**config.mk**
```make
export PLATFORM = sky130hd
export DESIGN_NAME = reg_slice_4bit
export DESIGN_NICKNAME = d
export VERILOG_FILES = /design/src/rtl/reg_slice_4bit.sv
export SDC_FILE = /design/constraint.sdc
export NUM_CORES = 1
export LEC_CHECK = 0
export ABC_AREA = 1
export CORE_AREA = 2 2 39 41
export DETAILED_ROUTE_END_ITERATION = 16
export DIE_AREA = 0 0 41 43
export PLACE_DENSITY = 0.67
export SLEW_MARGIN = 30
export SYNTH_ARGS = -nofsm -noshare
export SYNTH_HDL_FRONTEND = slang
export SYNTH_SLANG_ARGS = --single-unit
```
**constraint.sdc**
```tcl
create_clock -name clk -period 2.23 [get_ports clk]
set_clock_uncertainty 0.15 [all_clocks]
set_input_delay 0.223 -clock clk [delete_from_list [all_inputs] [get_ports clk]]
set_output_delay 0.223 -clock clk [all_outputs]
set_load 0.02 [all_outputs]
```
**src/rtl/reg_slice_4bit.sv**
```systemverilog
// Two-entry valid/ready skid buffer that sits behind the 4-bit data register.
// s_ready is decoded from registered state only, so the upstream handshake never depends on m_ready.
module reg_slice_4bit #(
  parameter int WIDTH = 4
) (
  input  logic             clk,
  input  logic             rst,
  input  logic [WIDTH-1:0] s_data,
  input  logic             s_valid,
  output logic             s_ready,
  output logic [WIDTH-1:0] m_data,
  output logic             m_valid,
  input  logic             m_ready,
  output logic [1:0]       occupancy
);

  typedef enum logic [1:0] {
    EMPTY = 2'd0,
    BUSY  = 2'd1,
    FULL  = 2'd2
  } state_t;

  state_t           state;
  logic [WIDTH-1:0] main_q;
  logic [WIDTH-1:0] skid_q;
  logic             acc;
  logic             pop;

  assign s_ready = rst & (state != FULL);
  assign m_valid = (state != EMPTY);
  assign m_data  = main_q;
  assign acc     = s_valid & s_ready;
  assign pop     = m_valid & m_ready;

  always_comb begin
    occupancy = 2'd0;
    case (state)
      BUSY:    occupancy = 2'd1;
      FULL:    occupancy = 2'd2;
      default: occupancy = 2'd0;
    endcase
  end

  // The skid register only loads when the main word is stalled, so order is main then skid.
  always_ff @(posedge clk or negedge rst) begin
    if (!rst) begin
      state  <= EMPTY;
      main_q <= '0;
      skid_q <= '0;
    end else begin
      case (state)
        EMPTY: begin
          if (acc) begin
            main_q <= s_data;
            state  <= BUSY;
          end
        end
        BUSY: begin
          if (acc && pop) begin
            main_q <= s_data;
          end else if (acc) begin
            skid_q <= s_data;
            state  <= FULL;
          end else if (pop) begin
            state <= EMPTY;
          end
        end
        FULL: begin
          if (pop) begin
            main_q <= skid_q;
            state  <= BUSY;
          end
        end
        default: state <= EMPTY;
      endcase
    end
  end

endmodule

```
==> impl_metrics.tcl, run 1 <==
set metrics [dict create \
    status "finished clean" \
    seq_area_um2 250 \
    io_buffers 15 \
    p_comb_share_pct 36.5 \
    final_common_cell "nand2_1" \
    gp_congestion 0.736 \
    synth.avg_cell_area_um2 7.99 \
    drtAntennaViolNets 0 \
    fp.dieH_um 43 \
    seq_power_share_pct 43.1 \
    cts-hold-fix-buffers 0 \
    overflow 0 \
    hpwl_um 720 \
    grt_max_degree 12 \
    crit_type "flop to primary output" \
    floorplan.initialDensity_pct 35.8 \
    die_w_um 41 \
    drtPass1Iterations 5 \
    htree_levels 1 \
    cts_tree "built" \
    synth.yosys.seq_area_share_pct 50.5 \
    dp_slack_ns 0.349 \
    switchingPower_mw 0.205 \
    clk_latency_ns 0.26 \
    ir_worst_vdd_mv 0.320 \
    start_kind "flop" \
    cap_violations 0 \
    first_global_vias 367 \
    fin_area_um2 688 \
    placed_cells 93 \
    cp_data_arrival_time_ns 1.53 \
    clkTransAtPathRegs_ns 0.07 \
    timing.critical_path.mode_cell "nor2_2" \
    dieArea_um2 1760 \
    drc 0 \
    fin_nets 90 \
    tightest_slew_ns 0.322 \
    ys_warn_count 0 \
    p_per_area_nw_per_um2 884 \
    slew_viol_final 0 \
    hold_class "input port to async pin" \
    ys_types 12 \
    min_period_ns 1.90 \
    path_max_fanout 3 \
    fin_util_pct 49.7 \
    cts.repair.resized 0 \
    slew-limit-headroom_pct 78.5 \
    syn2layout_area_growth_pct 38.9 \
    multiInputGateArea_um2 208 \
    numClockSinks 10 \
    timing.hold.ws_ns 0.131 \
    wl_per_cell_um 9.63 \
    setup-violations-final 0 \
    crit_path_top_delay_cell "clkdlybuf4s50_1" \
    power_mw 0.608 \
    syn_inst 62 \
    cp_cell_sequence "inv_2 > nor2_2 > nor2_2 > clkdlybuf4s50_1" \
    cts_root_buffer "clkbuf_4" \
    via_count 435 \
    layout_common_cells "nand2_1, clkdlybuf4s50_1, dfrtp_1, o21ai_0, inv_1" \
    max_stage_delay_ns 0.61 \
    intPower_mw 0.403 \
    drive_above_1_share_pct 16.3 \
    drt_iter0_drc 10 \
    rsz0062_at_grt "false" \
    antenna_cells 0 \
    final_cells 96 \
    numCtsBuffers 3 \
    postCtsSetupRepairBufs 0 \
    fillers 138 \
    placeableCoreArea_um2 1380 \
    totalWireLength_um 924 \
    track_usage_pct 13.6 \
    yosys_register_bits 10 \
    tns_ns 0 \
    synth_nets 70 \
    grt_pass1_wl_um 1510 \
    antenna_found_initial 0 \
    row_count 14 \
    io_pins 16 \
    final-hold-violation-count 0 \
    critPathRequiredTime_ns 1.86 \
    fmax_mhz 526 \
    worstSetupEndpointType "primary output" \
    swShare_pct 33.7 \
    p_clk_share_pct 20.4 \
    vias_per_cell 4.53 \
    syn_area_um2 495 \
    clockBufferDepth 2 \
    p_leak_nw 0.333 \
    dpl_cell_area_um2 666 \
    setup_ws_ns 0.329 \
    fin_crit_sh_pct 85.2 \
]
-- worst max-delay path, delay by kind of cell, from the launching register on --
kind	cells	cell delay (ns)
buffers and inverters	2	0.69
flip-flops	1	0.41
AND/OR/NAND/NOR	2	0.16
-- layer usage --
layer	vias to the layer above	wire [µm]	global-route usage, %
met5	-	0	0
met4	0	19	14.0
met3	2	55	3.14
met2	11	436	18.1
met1	187	413	16.3
li1	235	-	-
-- path summary, 6_finish.rpt --
check	start	cells after the start	end	slack [ns]
worst max-delay path	state[1]$_DFFE_PN0P_	4	s_ready	0.33
worst min register to register	m_data[3]$_DFFE_PN0P_	2	m_data[3]$_DFFE_PN0P_	0.32
worst min-delay path	rst	2	state[0]$_DFFE_PN0P_	0.13
worst max register to register	state[0]$_DFFE_PN0P_	7	m_data[0]$_DFFE_PN0P_	0.78
min in group clk	m_data[3]$_DFFE_PN0P_	2	m_data[3]$_DFFE_PN0P_	0.32
max in group asynchronous	rst	2	skid_q[1]$_DFFE_PN0P_	1.65
-- power groups by stage --
stage / Clock [mW] / Sequential (mW) / Combinational [mW]
floorplan: 0 / 0.293 / 0.0978
global placement: 0 / 0.265 / 0.223
detailed placement: 0 / 0.267 / 0.224
CTS: 0.126 / 0.263 / 0.225
global route: 0.138 / 0.270 / 0.250
finish: 0.124 / 0.262 / 0.222
-- final cells by class --
cell class | instances | share of cell area [%]
Sequential cell | 10 | 36.4
Clock buffer | 3 | 3.27
Timing Repair Buffer | 16 | 22.9
Tap cell | 16 | 2.91
Multi-Input combinational cell | 43 | 30.2
Inverter | 8 | 4.36
-- kinds of logic (layout without fill, tap and decap cells) --
logic type             Yosys count  count (layout)  synth area share [%]
DFF                             10              10                  50.5
buffers and inverters            9              27                  7.58
and+or+nand+nor                 34              34                  32.6
AOI/OAI and AO/OA                9               9                  9.34
-- state kept, by name, summed over array words and instances (netlist names) --
signal and cells:
m_data 4, state 2, skid_q 4
-- Yosys cell counts --
library cell  number  share of area, %
buf_4              1               1.5
dfrtp_1           10                51
inv_1              7               5.3
inv_2              1              0.76
nand2_1           20                15
nand2_2            4               5.0
nand3_1            5               5.0
nand4_1            1               1.3
nor2_2             3               3.8
nor2_4             1               2.3
o21ai_0            8               8.1
o22ai_1            1               1.3
No activity file was read; power rests on OpenSTA's default activity.
==> run 2: changes to the inputs <==
--- a/config.mk
+++ b/config.mk
@@ -6,6 +6,7 @@
 export NUM_CORES = 1
 export LEC_CHECK = 0
 export ABC_AREA = 1
+export CAP_MARGIN = 20
 export CORE_AREA = 2 2 39 41
 export DETAILED_ROUTE_END_ITERATION = 16
 export DIE_AREA = 0 0 41 43
==> results of run 2 <==
No change in the layout: final DEF, timing and power equal those of run 1.
